==> src/rtl/text_bus_bridge.sv <==
// ---------------------------------------------------------------------------
// text_bus_bridge
//   Memory-mapped target for the text peripheral window on the CPU peripheral
//   bus. It decodes strobed bus transactions into a four-register window and
//   queues written characters in a FIFO. The FIFO drains to the text renderer
//   over a valid/ready character stream.
//
//   Register window (addr[1:0]):
//     0 TXDATA  W: push data[7:0]        R: 0
//     1 STATUS  R: bit0 empty, bit1 full, bit2 overflow, bits[16:8] count
//     2 CTRL    RW: bit0 out_en, bit1 irq_en; W bit7=1 clears FIFO+overflow
//     3 reserved, acknowledged, reads 0
//
//   Ports:
//     i_cpu_clk        clock (rising edge)
//     i_rst            asynchronous active-high reset
//     i_bus_clk        bus strobe; a 0->1 transition starts a transaction
//     i_bus_we         1 = write, 0 = read
//     i_bus_addr[31:0] byte address
//     i_bus_data[31:0] write data
//     o_bus_data[31:0] read data, held until the next accepted read
//     o_bus_data_ready one-cycle acknowledge
//     o_char[7:0]      FIFO head character
//     o_char_valid     head valid (non-empty and out_en)
//     i_char_ready     downstream accepts the head
//     o_irq            level interrupt: irq_en & empty, registered
//
//   Build option: define TEXT_BRIDGE_STALL_EN to hold writes to a full FIFO
//   pending (no acknowledge) until a pop frees a slot, instead of dropping
//   the character and setting overflow.
// ---------------------------------------------------------------------------
`ifndef TEXT_PERIPH_BASE
`define TEXT_PERIPH_BASE 32'h8000_1000
`endif

module text_bus_bridge #(
   parameter logic [31:0] BASE_ADDR  = `TEXT_PERIPH_BASE,
   parameter int          FIFO_DEPTH = 16
) (
   input  logic        i_cpu_clk,
   input  logic        i_rst,
   input  logic        i_bus_clk,
   input  logic        i_bus_we,
   input  logic [31:0] i_bus_addr,
   input  logic [31:0] i_bus_data,
   output logic [31:0] o_bus_data,
   output logic        o_bus_data_ready,
   output logic [7:0]  o_char,
   output logic        o_char_valid,
   input  logic        i_char_ready,
   output logic        o_irq
);

   localparam int          AW      = $clog2(FIFO_DEPTH);
   localparam logic [AW:0] DEPTH_P = (AW + 1)'(FIFO_DEPTH);

   typedef enum logic [1:0] {
      REG_TXDATA = 2'd0,
      REG_STATUS = 2'd1,
      REG_CTRL   = 2'd2,
      REG_RSVD   = 2'd3
   } reg_e;

   logic        r_prev;
   logic        r_out_en;
   logic        r_irq_en;
   logic        r_ready;
   logic        r_irq;
   logic [31:0] r_rdata;
   logic [AW:0] r_wptr;
   logic [AW:0] r_rptr;
   logic [7:0]  r_mem [FIFO_DEPTH];

   logic [AW:0] w_count;
   logic        w_empty;
   logic        w_full;
   logic        w_start;
   logic        w_hit;
   logic        w_accept;
   logic        w_rd;
   logic        w_tx_wr;
   logic        w_ctrl_wr;
   logic        w_clear;
   logic        w_pop;
   logic        w_push_req;
   logic        w_push;
   logic [7:0]  w_push_char;
   logic        w_ready_nxt;
   logic        w_ovf_rd;
   logic [31:0] w_rdata;
   reg_e        w_reg;
   logic        w_unused;

   // Pointers carry one extra wrap bit, so full and empty are distinguishable.
   assign w_count = r_wptr - r_rptr;
   assign w_empty = (w_count == '0);
   assign w_full  = (w_count == DEPTH_P);

   assign w_start   = i_bus_clk & ~r_prev;
   assign w_hit     = w_start & (i_bus_addr[31:2] == BASE_ADDR[31:2]);
   assign w_reg     = reg_e'(i_bus_addr[1:0]);
   assign w_rd      = w_accept & ~i_bus_we;
   assign w_tx_wr   = w_accept & i_bus_we & (w_reg == REG_TXDATA);
   assign w_ctrl_wr = w_accept & i_bus_we & (w_reg == REG_CTRL);
   assign w_clear   = w_ctrl_wr & i_bus_data[7];

   // A clear wins over a simultaneous pop or push.
   assign w_pop  = o_char_valid & i_char_ready & ~w_clear;
   assign w_push = w_push_req & (~w_full | w_pop) & ~w_clear;

   assign w_unused = ^{i_bus_data[31:8], i_bus_data[6:2]};

`ifdef TEXT_BRIDGE_STALL_EN
   logic       r_pend;
   logic [7:0] r_pend_char;
   logic       w_stall;

   // While a write is pending only CTRL writes are decoded, so software can
   // still enable the output or clear the FIFO to release the stall.
   assign w_accept    = w_hit & (~r_pend | (i_bus_we & (w_reg == REG_CTRL)));
   assign w_stall     = w_tx_wr & w_full & ~w_pop;
   assign w_push_req  = w_tx_wr | r_pend;
   assign w_push_char = r_pend ? r_pend_char : i_bus_data[7:0];
   // A clear while pending is acknowledged through its own CTRL write.
   assign w_ready_nxt = (w_accept & ~w_stall) | (r_pend & w_push);
   assign w_ovf_rd    = 1'b0;

   always_ff @(posedge i_cpu_clk or posedge i_rst) begin
      if (i_rst) begin
         r_pend      <= 1'b0;
         r_pend_char <= '0;
      end else if (w_clear || (r_pend && w_push)) begin
         r_pend      <= 1'b0;
      end else if (w_stall) begin
         r_pend      <= 1'b1;
         r_pend_char <= i_bus_data[7:0];
      end
   end
`else
   logic r_ovf;

   assign w_accept    = w_hit;
   assign w_push_req  = w_tx_wr;
   assign w_push_char = i_bus_data[7:0];
   assign w_ready_nxt = w_accept;
   assign w_ovf_rd    = r_ovf;

   always_ff @(posedge i_cpu_clk or posedge i_rst) begin
      if (i_rst) begin
         r_ovf <= 1'b0;
      end else if (w_clear) begin
         r_ovf <= 1'b0;
      end else if (w_tx_wr && w_full && !w_pop) begin
         r_ovf <= 1'b1;
      end
   end
`endif

   // Read mux reflects the state before the sampling edge.
   // NOTE: every always_comb output gets a default first so no latch is inferred.
   always_comb begin
      w_rdata = '0;
      case (w_reg)
         REG_STATUS: w_rdata = {15'b0, 9'(w_count), 5'b0, w_ovf_rd, w_full, w_empty};
         REG_CTRL:   w_rdata = {30'b0, r_irq_en, r_out_en};
         default:    w_rdata = '0;
      endcase
   end

   // NOTE: sequential state uses non-blocking assignments only, so every
   // register samples the pre-edge values of its inputs.
   always_ff @(posedge i_cpu_clk or posedge i_rst) begin
      if (i_rst) begin
         r_prev   <= 1'b0;
         r_out_en <= 1'b0;
         r_irq_en <= 1'b0;
         r_ready  <= 1'b0;
         r_irq    <= 1'b0;
         r_rdata  <= '0;
         r_wptr   <= '0;
         r_rptr   <= '0;
      end else begin
         r_prev  <= i_bus_clk;
         r_ready <= w_ready_nxt;
         r_irq   <= r_irq_en & w_empty;
         if (w_rd) begin
            r_rdata <= w_rdata;
         end
         if (w_ctrl_wr) begin
            r_out_en <= i_bus_data[0];
            r_irq_en <= i_bus_data[1];
         end
         if (w_clear) begin
            r_wptr <= '0;
            r_rptr <= '0;
         end else begin
            if (w_pop) begin
               r_rptr <= r_rptr + 1'b1;
            end
            if (w_push) begin
               r_wptr <= r_wptr + 1'b1;
            end
         end
      end
   end

   // NOTE: the storage array has no reset; validity is tracked by the
   // pointers, and o_char is forced to 0 while the FIFO is empty.
   always_ff @(posedge i_cpu_clk) begin
      if (w_push) begin
         r_mem[r_wptr[AW-1:0]] <= w_push_char;
      end
   end

   assign o_bus_data       = r_rdata;
   assign o_bus_data_ready = r_ready;
   assign o_char           = w_empty ? 8'h00 : r_mem[r_rptr[AW-1:0]];
   assign o_char_valid     = ~w_empty & r_out_en;
   assign o_irq            = r_irq;

endmodule

==> config.mk <==
export PLATFORM = sky130hd
export DESIGN_NAME = text_bus_bridge
export DESIGN_NICKNAME = d
export VERILOG_FILES = /design/src/rtl/text_bus_bridge.sv
export SDC_FILE = /design/constraint.sdc
export NUM_CORES = 1
export LEC_CHECK = 0
export ABC_AREA = 1
export BUFFER_PORTS_ARGS = -buffer_cell sky130_fd_sc_hd__buf_4
export CAP_MARGIN = 10
export CELL_PAD_IN_SITES_DETAIL_PLACEMENT = 2
export CELL_PAD_IN_SITES_GLOBAL_PLACEMENT = 2
export CORE_MARGIN = 2
export CORE_UTILIZATION = 25
export CTS_CLUSTER_SIZE = 16
export DETAILED_ROUTE_END_ITERATION = 7
export PLACE_DENSITY_LB_ADDON = 0.1
export SYNTH_ARGS = -nofsm -noshare
export SYNTH_HDL_FRONTEND = slang
export SYNTH_SLANG_ARGS = --single-unit
export TNS_END_PERCENT = 30
==> constraint.sdc <==
create_clock -name i_cpu_clk -period 3.2 [get_ports i_cpu_clk]
set_clock_uncertainty 0.05 [all_clocks]
set_input_delay 0.16 -clock i_cpu_clk [delete_from_list [all_inputs] [get_ports i_cpu_clk]]
set_output_delay 0.16 -clock i_cpu_clk [all_outputs]
set_load 0.01 [all_outputs]
==> metrics.md, run 1 <==
| Metric | Value |
|---|---|
| Post-synthesis simple-gate area fraction | 15.7% |
| Crit-path slowest cell | dfrtp_2 |
| CTS tree | done |
| Max VDD drop | 0.000265 V |
| Drt first-iter violations | 261 |
| CP max stage delay | 0.40 ns |
| Placer congestion estimate | 0.737 |
| Post-synth ARST share | 15.8% |
| Die Area | 29100 sq um |
| Die height | 170 um |
| Worst min path class | input port to register |
| Highest clock rate | 333 MHz |
| Worst-case clock buffer depth | 2 |
| Row count | 60 |
| Pre-antenna DRT Iters | 4 |
| Layout Nets | 778 |
| Synth Flop Type | edfxtp_1 |
| Crit path DAT | 2.79 ns |
| RSZ-0062 raised after global routing | false |
| Complex-gate fraction of the synthesized area | 11.1% |
| Routed vias | 4962 |
| First-pass GRT wire length | 33.2 mm |
| Slew HR | 32.4% |
| Post-Synthesis Cell Area | 6930 sq um |
| Static Leak | 0.00313 uW |
| Period utilisation layout | 93.7% |
| Fin util | 31.5% |
| # setup viols final | 0 |
| Adder-cell share of the synthesized area | 2.46% |
| # diodes | 0 |
| Seq/Total Area, Yosys | 64.1% |
| Drt drc | 0 |
| H-tree level count | 4 |
| Post-route ant nets | 0 |
| CP Launch Type | register |
| Post-Synth XOR/XNOR Area | 0.506% |
| Endpoint type of the worst setup path | primary output |
| Largest net degree at the start of global routing | 69 |
| PortBufs | 63 |
| Buffers & Inverters on Critical Path | 4 |
| Crit-path max FO | 9 |
| CTS Root Cell | clkbuf_16 |
| Largest family of logic cells by synthesized area | simple AND/OR/NAND/NOR gates |
| Worst skew pair latency | 0.42 ns |
| Critical path type | register to primary output |
| Chip Width | 170 um |
| TritonCTS buffer count | 17 |
| Fin crit period | 3.00 ns |
| Status | finished clean |
| Final Slew Violations | 0 |
| Required @ worst endpoint | 2.99 ns |
| Max Cap Violations | 0 |
| Core Region | 27100 sq um |
| Most frequent cells in the layout | nand2_1 (129), edfxtp_1 (128), buf_4 (89) |
| Io pins | 112 |
| Power per cell area | 509 nW/um^2 |
| Synthesized instance count | 611 |
| Post-Place Cell Area | 7860 sq um |
| Endpoints failing hold | 0 |
| Most common cell after layout, fill and taps aside | nand2_1 |
| Yosys warnings | 0 |
| Crit path max-delay family | adder cells |
| HPWL Detailed | 14.0 mm |
| Area grow syn2layout | 23.3% |
| Tot GR Track Use | 15.4% |
| Post-route cell area | 8540 sq um |
| Mux cell area share after synthesis | 0.325% |
| Syn Area/Cell | 11.3 sq um |
| Post-synth EDFFs | 128 |
| Number of global-route vias before repair | 5608 |
| WL final | 21.2 mm |
| CP Cell Sequence | inv_1 -> ha_1 -> fa_1 -> inv_1 -> nand3_1 -> nand2_1 -> nand2_2 -> nand2_4 -> nor2_4 -> buf_4 -> a211oi_1 -> buf_4 |
| Synth cell types | 43 |
| Initial core utilization | 25.6% |
| Worst-Margin Slew | 1.01 ns |
| Filler cells | 2906 |
| Antenna violations before repair | 0 |
| Layout cell share with drive strength beyond 1 | 20.5% |
| Vias per cell | 4.59 |
| Clk slew on worst S/H paths | 0.06 ns |
| CTS Sinks | 152 |
| Avg WL per Cell | 19.6 um |
| Setup_tns | 0 ns |
| Total global routing overflow | 0 |
| #FFs+latches synth | 152 |
## worst paths after layout
path                                  to  cells after the start  slack, ns          start
max                            o_char[3]                     12       0.20      r_wptr[0]
max in group asynchronous      r_rptr[0]                      3       1.92          i_rst
max reg2reg                 r_mem[11][4]                     15       0.25      r_wptr[0]
min reg2reg                o_bus_data[9]                      2       0.46  o_bus_data[9]
min in group asynchronous         r_prev                      3       0.48          i_rst
min                          r_mem[7][4]                      1       0.02  i_bus_data[4]
## routing by layer
metal  vias up  share of wire (%)  GRT usage [%]  routed length [um]
li1       2305                  -              -                   -
met1      2568                 45           18.9                9430
met2        76                 51           27.8               10900
met3        13                3.2           3.12                 673
met4         0               0.82           3.46                 174
met5         -                  0              0                   0
## timing repair
| item | CTS | global route |
|---|---|---|
| pin swaps | 0 | 1 |
| setup endpoints to repair | 1 | 130 |
| resized for setup | 1 | 4 |
| cloned | 0 | 0 |
| hold buffers | 4 | 0 |
| endpoints found under the hold margin | 49 | 0 |
| setup buffers | 0 | 2 |
## cell type report
| cell class | instances | area, sq um | share of cell area, % |
|---|---|---|---|
| Multi-Input combinational cell | 404 | 2200 | 25.7 |
| Sequential cell | 152 | 4450 | 52.1 |
| Clock buffer | 19 | 433 | 5.07 |
| Timing Repair Buffer | 94 | 728 | 8.52 |
| Tap cell | 372 | 465 | 5.45 |
| Clock inverter | 12 | 170 | 1.99 |
| Inverter | 27 | 101 | 1.19 |
## metrics by stage
step / hold slack, ns / std cells / setup slack (ns) / total power, uW
floorplan: 0.125 / 634 / 0.284 / 2240
global placement: 0.242 / 1043 / 0.172 / 2300
detailed placement: 0.244 / 1043 / 0.0550 / 2300
CTS: 0.00732 / 1078 / 0.00201 / 4410
global route: 0.0174 / 1080 / 0.0326 / 4500
finish: 0.0221 / 1080 / 0.201 / 4350
## cell families (layout without fill, tap and decap cells)
kind of cell | Yosys count | after routing
compound gates | 129 | 129
xor+xnor | 4 | 4
fa+ha+maj | 13 | 13
buf+inv | 78 | 152
flops | 152 | 152
mux | 2 | 2
other cells | 1 | 24
simple gates | 232 | 232
## flip-flops by register name (all words and copies together) (netlist names)
name	flops
r_mem	128
o_bus_data	8
r_rptr	5
r_wptr	5
o_bus_data_ready	1
o_irq	1
r_irq_en	1
r_out_en	1
r_ovf	1
r_prev	1
## cells in the mapped netlist, drive strengths merged (3+ instances only)
| library cell | instances | area [sq um] |
|---|---|---|
| nand2 | 134 | 520 |
| edfxtp | 128 | 3840 |
| nor2 | 52 | 234 |
| a21oi | 50 | 250 |
| o21ai | 36 | 180 |
| buf | 30 | 216 |
| inv | 26 | 97.6 |
| nand3 | 26 | 140 |
| dfrtp | 24 | 601 |
| clkbuf | 21 | 78.8 |
| a22oi | 16 | 120 |
| nand4 | 15 | 143 |
| ha | 12 | 150 |
| a32o | 9 | 90.1 |
| a211oi | 7 | 52.6 |
| o31ai | 4 | 30.0 |
| o22ai | 3 | 18.8 |
## power by group
part           total [uW]  internal, uW  switching, uW  leakage [uW]
registers            2150          2150          0.148       0.00145
clock network        2090          1240            847      0.000284
logic                 117          43.7           73.2       0.00140
(Power assumes the default switching activity.)
==> inputs of run 2 (changes only) <==
--- a/config.mk
+++ b/config.mk
@@ -10,8 +10,7 @@
 export CAP_MARGIN = 10
 export CELL_PAD_IN_SITES_DETAIL_PLACEMENT = 2
 export CELL_PAD_IN_SITES_GLOBAL_PLACEMENT = 2
-export CORE_MARGIN = 2
-export CORE_UTILIZATION = 25
+export CORE_UTILIZATION = 37
 export CTS_CLUSTER_SIZE = 16
 export DETAILED_ROUTE_END_ITERATION = 7
 export PLACE_DENSITY_LB_ADDON = 0.1
==> run 2 against run 1 <==
The flow now finishes with violations (design-rule violations). Flip-flop and latch count unchanged. Global-route usage increased by 8.2 points. Design area decreased by 1.3%. Via count increased by 0.97%. Non-clock buffer count increased by 2. Register-to-register slack got worse by 0.04 ns. Combinational power about the same. Largest power group is now the clock network. Highest routed layer unchanged.
==> metrics.md, run 2 (synthesis results as in run 1) <==
| Metric | Value |
|---|---|
| TritonCTS buffer count | 17 (unchanged) |
| Vias per cell | 5.33 (+16%) |
| Max FFs per register | 128 (unchanged) |
| Tot GR Track Use | 23.6% (+8.2 points) |
| CP Launch Type | register |
| Total global routing overflow | 0 (unchanged) |
| # setup viols final | 0 (unchanged) |
| Post-route ant nets | 0 (unchanged) |
| # diodes | 0 (unchanged) |
| Fin util | 46.4% (+15 points) |
| Crit path launch | r_wptr[0] |
| Required @ worst endpoint | 2.99 ns (about the same) |
| Layout Nets | 780 (+0.26%) |
| Endpoint type of the worst setup path | primary output |
| Filler cells | 1837 (-37%) |
| PortBufs | 63 (unchanged) |
| Static Leak | 0.00318 uW (+1.4%) |
| RSZ-0062 raised after global routing | false |
| Worst-Margin Slew | 1.01 ns (-0.000575 ns) |
| Avg WL per Cell | 22.8 um (+17%) |
| Placed cell count | 902 (-14%) |
| Post-route insts no fill | 940 (-13%) |
| Core Region | 18100 sq um (-33%) |
| First-pass GRT wire length | 33.5 mm (+1.0%) |
| Routed vias | 5010 (+0.97%) |
| Post-route cell area | 8430 sq um (-1.3%) |
| Critical path type | register to primary output |
| Worst skew pair latency | 0.43 ns (about the same) |
| Initial core utilization | 38.2% (+13 points) |
| Drt first-iter violations | 297 (+14%) |
| Clk slew on worst S/H paths | 0.06 ns (about the same) |
| Area grow syn2layout | 21.6% |
| Global-route track usage on met3 | 4.18% (+1.1 points) |
| Crit-path max FO | 9 (unchanged) |
| WL final | 21.5 mm (+1.4%) |
| Die height | 139 um (-19%) |
| Status | finished, violations left |
| Max Cap Violations | 0 (unchanged) |
| CTS Sinks | 152 (unchanged) |
| Endpoints failing hold | 0 (unchanged) |
| GR Util met1 | 29.8% (+11 points) |
| Placer congestion estimate | 0.801 (+8.7%) |
| Largest net degree at the start of global routing | 69 (unchanged) |
| Max VDD drop | 0.000459 V (+73%) |
| Period utilisation layout | 96.0% (+2.3 points) |
| Layout cell share with drive strength beyond 1 | 21.2% (+0.76 points) |
| Power per cell area | 536 nW/um^2 (+5.3%) |
| Number of global-route vias before repair | 5606 (-0.036%) |
| Most frequent cells in the layout | nand2_1 (129), edfxtp_1 (128), buf_4 (93) |
| Most common cell after layout, fill and taps aside | nand2_1 |
| Slew HR | 32.5% (+0.038 points) |
| Io pins | 112 (unchanged) |
| Drt drc | 2 (+2) |
| Final Slew Violations | 0 (unchanged) |
| Hold_sp | i_char_ready |
| Pwr Total | 4520 uW (+3.9%) |
| Worst min path class | input port to register |
| Worst-case clock buffer depth | 2 (unchanged) |
| CTS tree | done |
| Cell depth of the worst flop-to-flop path | 15 (unchanged) |
| Failing checks | design-rule violations |
| Post-Place Cell Area | 7700 sq um (-2.1%) |
| GRT met2 Usage | 41.1% (+13 points) |
| Die Area | 19300 sq um (-34%) |
| Row count | 49 (-18%) |
| CTS Root Cell | clkbuf_16 |
| Chip Width | 139 um (-19%) |
| Worst reg2reg path startpoint | r_wptr[0] |
| Highest clock rate | 325 MHz (-2.4%) |
| HPWL Detailed | 14.1 mm (+0.63%) |
| R2R setup slack | 0.21 ns (-0.04 ns) |
| Pre-antenna DRT Iters | 7 (+3) |
| Fin crit period | 3.07 ns (+0.0749 ns) |
| GRT busiest layer | met2 |
| Worst flop-to-flop path endpoint | r_mem[13][5] |
| H-tree level count | 4 (unchanged) |
| Crit path DAT | 2.86 ns (+0.07 ns) |
| Antenna violations before repair | 0 (unchanged) |
| CP Capture Point | o_char[1] |
==> run 2: metal layers <==
metal / vias to the layer above / wire [um]
met3: 19 / 766
li1: 2315 / -
met2: 100 / 11200
met4: 0 / 356
met1: 2576 / 9180
met5: - / 0
==> run 2: layout make-up <==
| cell class | count | area, sq um | share of cell area (%) |
|---|---|---|---|
| Sequential cell | 152 | 4450 | 52.8 |
| Multi-Input combinational cell | 404 | 2210 | 26.2 |
| Timing Repair Buffer | 96 | 738 | 8.76 |
| Clock buffer | 18 | 429 | 5.09 |
| Tap cell | 229 | 287 | 3.40 |
| Clock inverter | 14 | 220 | 2.61 |
| Inverter | 27 | 101 | 1.20 |
==> run 2: power by group <==
part,switching [uW],internal (uW),total [uW]
clock,861,1390,2260
combinational,75.4,42.1,118
sequential,0.237,2150,2150
total,937,3580,4520
==> run 2: how the worst min path moves through the flow <==
stage / endpoint / slack (ns) / cells after the start
global route: r_mem[15][6] / 0.03 / 1
finish: r_rptr[2] / 0.02 / 3
global placement: r_prev / 0.24 / 1
CTS: r_rptr[2] / 0.002 / 3
floorplan: o_bus_data[0] / 0.12 / 1
detailed placement: r_prev / 0.25 / 1
==> run 2: repair_timing <==
item / 4_1_cts / 5_1_grt
endpoints found under the hold margin: 25 / 0
gates resized for setup: 1 / 6
endpoints found under the setup margin: 16 / 80
buffers inserted: 0 / 4
pin swaps: 0 / 2
hold buffers: 2 / 0
==> run 2: through the flow <==
step                      setup slack (ns)  hold slack, ns  setup TNS, ns
after global routing               0.00143          0.0298              0
after detailed placement           -0.0146           0.246         -0.139
after global placement               0.101           0.240              0
after floorplan                      0.284           0.125              0
final                                0.126          0.0165              0
after CTS                           0.0206         0.00159              0
==> run 2: worst max-delay path, cell delays in order, from the launching register on <==
cell	delay [ns]
dfrtp_1	0.40
inv_1	0.11
ha_1	0.25
fa_1	0.40
inv_1	0.09
nand3_1	0.10
nand2_1	0.10
nand2_2	0.07
nand2_4	0.09
nor2_4	0.06
buf_4	0.18
a211oi_1	0.39
buf_4	0.21
==> inputs of run 3 (changes only) <==
--- a/config.mk
+++ b/config.mk
@@ -13,6 +13,7 @@
 export CORE_UTILIZATION = 37
 export CTS_CLUSTER_SIZE = 16
 export DETAILED_ROUTE_END_ITERATION = 7
+export MAX_ROUTING_LAYER = met4
 export PLACE_DENSITY_LB_ADDON = 0.1
 export SYNTH_ARGS = -nofsm -noshare
 export SYNTH_HDL_FRONTEND = slang
==> run 3 against run 2 <==
The run still ends with design-rule violations left. Combinational power hardly changed. First-iteration DRC count down 3.0%. Setup slack better by 0.0012 ns. Non-clock buffer count stayed put. Critical path depth did not move. Fmax is essentially flat. Flip-flop and latch count unchanged. Power about the same. Core utilization stayed put. Clock power about the same. Highest routed layer unchanged.
==> metrics.md, run 3 (synthesis results as in run 1) <==
| Metric | Value |
|---|---|
| Placed cell count | 902 (unchanged) |
| Routed vias | 4974 (-0.72%) |
| Cell depth of the worst flop-to-flop path | 15 (unchanged) |
| Number of global-route vias before repair | 5604 (-0.036%) |
| Clk slew on worst S/H paths | 0.06 ns (about the same) |
| Max VDD drop | 0.000456 V (-0.66%) |
| Worst reg2reg path startpoint | r_wptr[0] |
| Setup_tns | 0 ns (unchanged) |
| R2R setup slack | 0.22 ns (about the same) |
| Setup WS post-layout | 0.128 ns (+0.00122 ns) |
| Max FFs per register | 128 (unchanged) |
| HPWL Detailed | 14.1 mm (unchanged) |
| Die height | 139 um (unchanged) |
| Worst flop-to-flop path endpoint | r_mem[13][4] |
| Avg WL per Cell | 22.7 um (-0.77%) |
| Layout cell share with drive strength beyond 1 | 21.2% (unchanged) |
| Endpoint type of the worst setup path | primary output |
| CTS Root Cell | clkbuf_16 |
| Crit path DAT | 2.86 ns (about the same) |
| RSZ-0062 raised after global routing | false |
| Antenna violations before repair | 0 (unchanged) |
| CTS tree | done |
| Hold_sp | i_char_ready |
| Failing checks | design-rule violations |
| Max Cap Violations | 0 (unchanged) |
| CP Launch Type | register |
| Power per cell area | 536 nW/um^2 (about the same) |
| Filler cells | 1837 (unchanged) |
| Post-route insts no fill | 940 (unchanged) |
| TritonCTS buffer count | 17 (unchanged) |
| Die Area | 19300 sq um (unchanged) |
| Slew HR | 32.8% (+0.29 points) |
| Hold Path End | r_rptr[2] |
| Worst-Margin Slew | 1.01 ns (-0.00433 ns) |
| Critical path type | register to primary output |
| Largest net degree at the start of global routing | 69 (unchanged) |
| Worst-case clock buffer depth | 2 (unchanged) |
| Crit-path max FO | 9 (unchanged) |
| First-pass GRT wire length | 33.5 mm (unchanged) |
| Pre-antenna DRT Iters | 6 (-1) |
| Drt drc | 2 (unchanged) |
| Hold Path Stages | 3 (unchanged) |
| # diodes | 0 (unchanged) |
| Required @ worst endpoint | 2.99 ns (about the same) |
| Initial core utilization | 38.2% (unchanged) |
| Total global routing overflow | 0 (unchanged) |
| # setup viols final | 0 (unchanged) |
| Pre-CTS WS | -0.0146 ns (unchanged) |
| Hold slack | 0.0176 ns (+0.00113 ns) |
| Core Region | 18100 sq um (unchanged) |
| Fin crit period | 3.07 ns (-0.00122 ns) |
| Row count | 49 (unchanged) |
| Io pins | 112 (unchanged) |
| PortBufs | 63 (unchanged) |
| Placer congestion estimate | 0.813 (+1.4%) |
| Worst min path class | input port to register |
| WL final | 21.3 mm (-0.77%) |
| Drt first-iter violations | 288 (-3.0%) |
| Post-route ant nets | 0 (unchanged) |
| Chip Width | 139 um (unchanged) |
| Worst skew pair latency | 0.43 ns (about the same) |
| H-tree level count | 4 (unchanged) |
| Vias per cell | 5.29 (-0.72%) |
| Final Slew Violations | 0 (unchanged) |
| Highest clock rate | 325 MHz (about the same) |
| Period utilisation layout | 96.0% (about the same) |
| Most frequent cells in the layout | nand2_1 (129), edfxtp_1 (128), buf_4 (93) |
| Static Leak | 0.00318 uW (unchanged) |
| Area grow syn2layout | 21.6% (unchanged) |
| CTS Sinks | 152 (unchanged) |
| Most common cell after layout, fill and taps aside | nand2_1 |
| Layout Nets | 780 (unchanged) |
| Fin util | 46.4% (unchanged) |
| Endpoints failing hold | 0 (unchanged) |
| Status | finished, violations left |
| Tot GR Track Use | 24.3% (+0.74 points) |
run 3: cell counts in the layout (fill, tap and decap cells not counted):
No cell type changed its count.
run 3: worst max-delay path by stage:
stage               startpoint     endpoint
global placement     r_wptr[0]  r_mem[6][4]
floorplan            r_rptr[2]  r_mem[1][0]
finish               r_wptr[0]    o_char[1]
detailed placement   r_wptr[0]  r_mem[6][4]
global route         r_wptr[0]    o_char[1]
CTS                  r_wptr[0]    o_char[0]
run 3: what timing repair did:
item | 4_1_cts | 5_1_grt
hold buffers | 2 | 0
resized for setup | 1 | 6
endpoints found under the setup margin | 16 | 80
buffers inserted | 0 | 4
pin swaps | 0 | 2
hold endpoints to repair | 25 | 0
run 3: through the flow:
step	power, uW	instance area, sq um
3_5_place_dp	2310	7700
5_1_grt	4640	8430
2_1_floorplan	2240	7020
3_3_place_gp	2300	7700
4_1_cts	4560	8370
6_report	4520	8430
run 3: per-layer routing:
metal,track usage [%],wire length [um],vias up
li1,-,-,2310
met1,29.8,9120,2523
met2,41.0,10900,108
met3,3.76,806,33
met4,8.48,495,0
met5,-,0,-
run 3: critical path, stage by stage (launching register included):
cell and delay (ns):
dfrtp_1 0.40, inv_1 0.11, ha_1 0.25, fa_1 0.40
inv_1 0.09, nand3_1 0.10, nand2_1 0.10, nand2_2 0.07
nand2_4 0.09, nor2_4 0.06, buf_4 0.18, a211oi_1 0.38
buf_4 0.20
run 3: cell type report:
cell class	count	area, sq um	share of cell area, %
Clock buffer	18	429	5.09
Sequential cell	152	4450	52.8
Multi-Input combinational cell	404	2210	26.2
Inverter	27	101	1.20
Clock inverter	14	220	2.61
Timing Repair Buffer	96	738	8.76
Tap cell	229	287	3.40
run 3: where the power goes:
part	switching (uW)	internal, uW
combinational	75.2	42.1
sequential	0.234	2150
clock	859	1390
total	934	3580
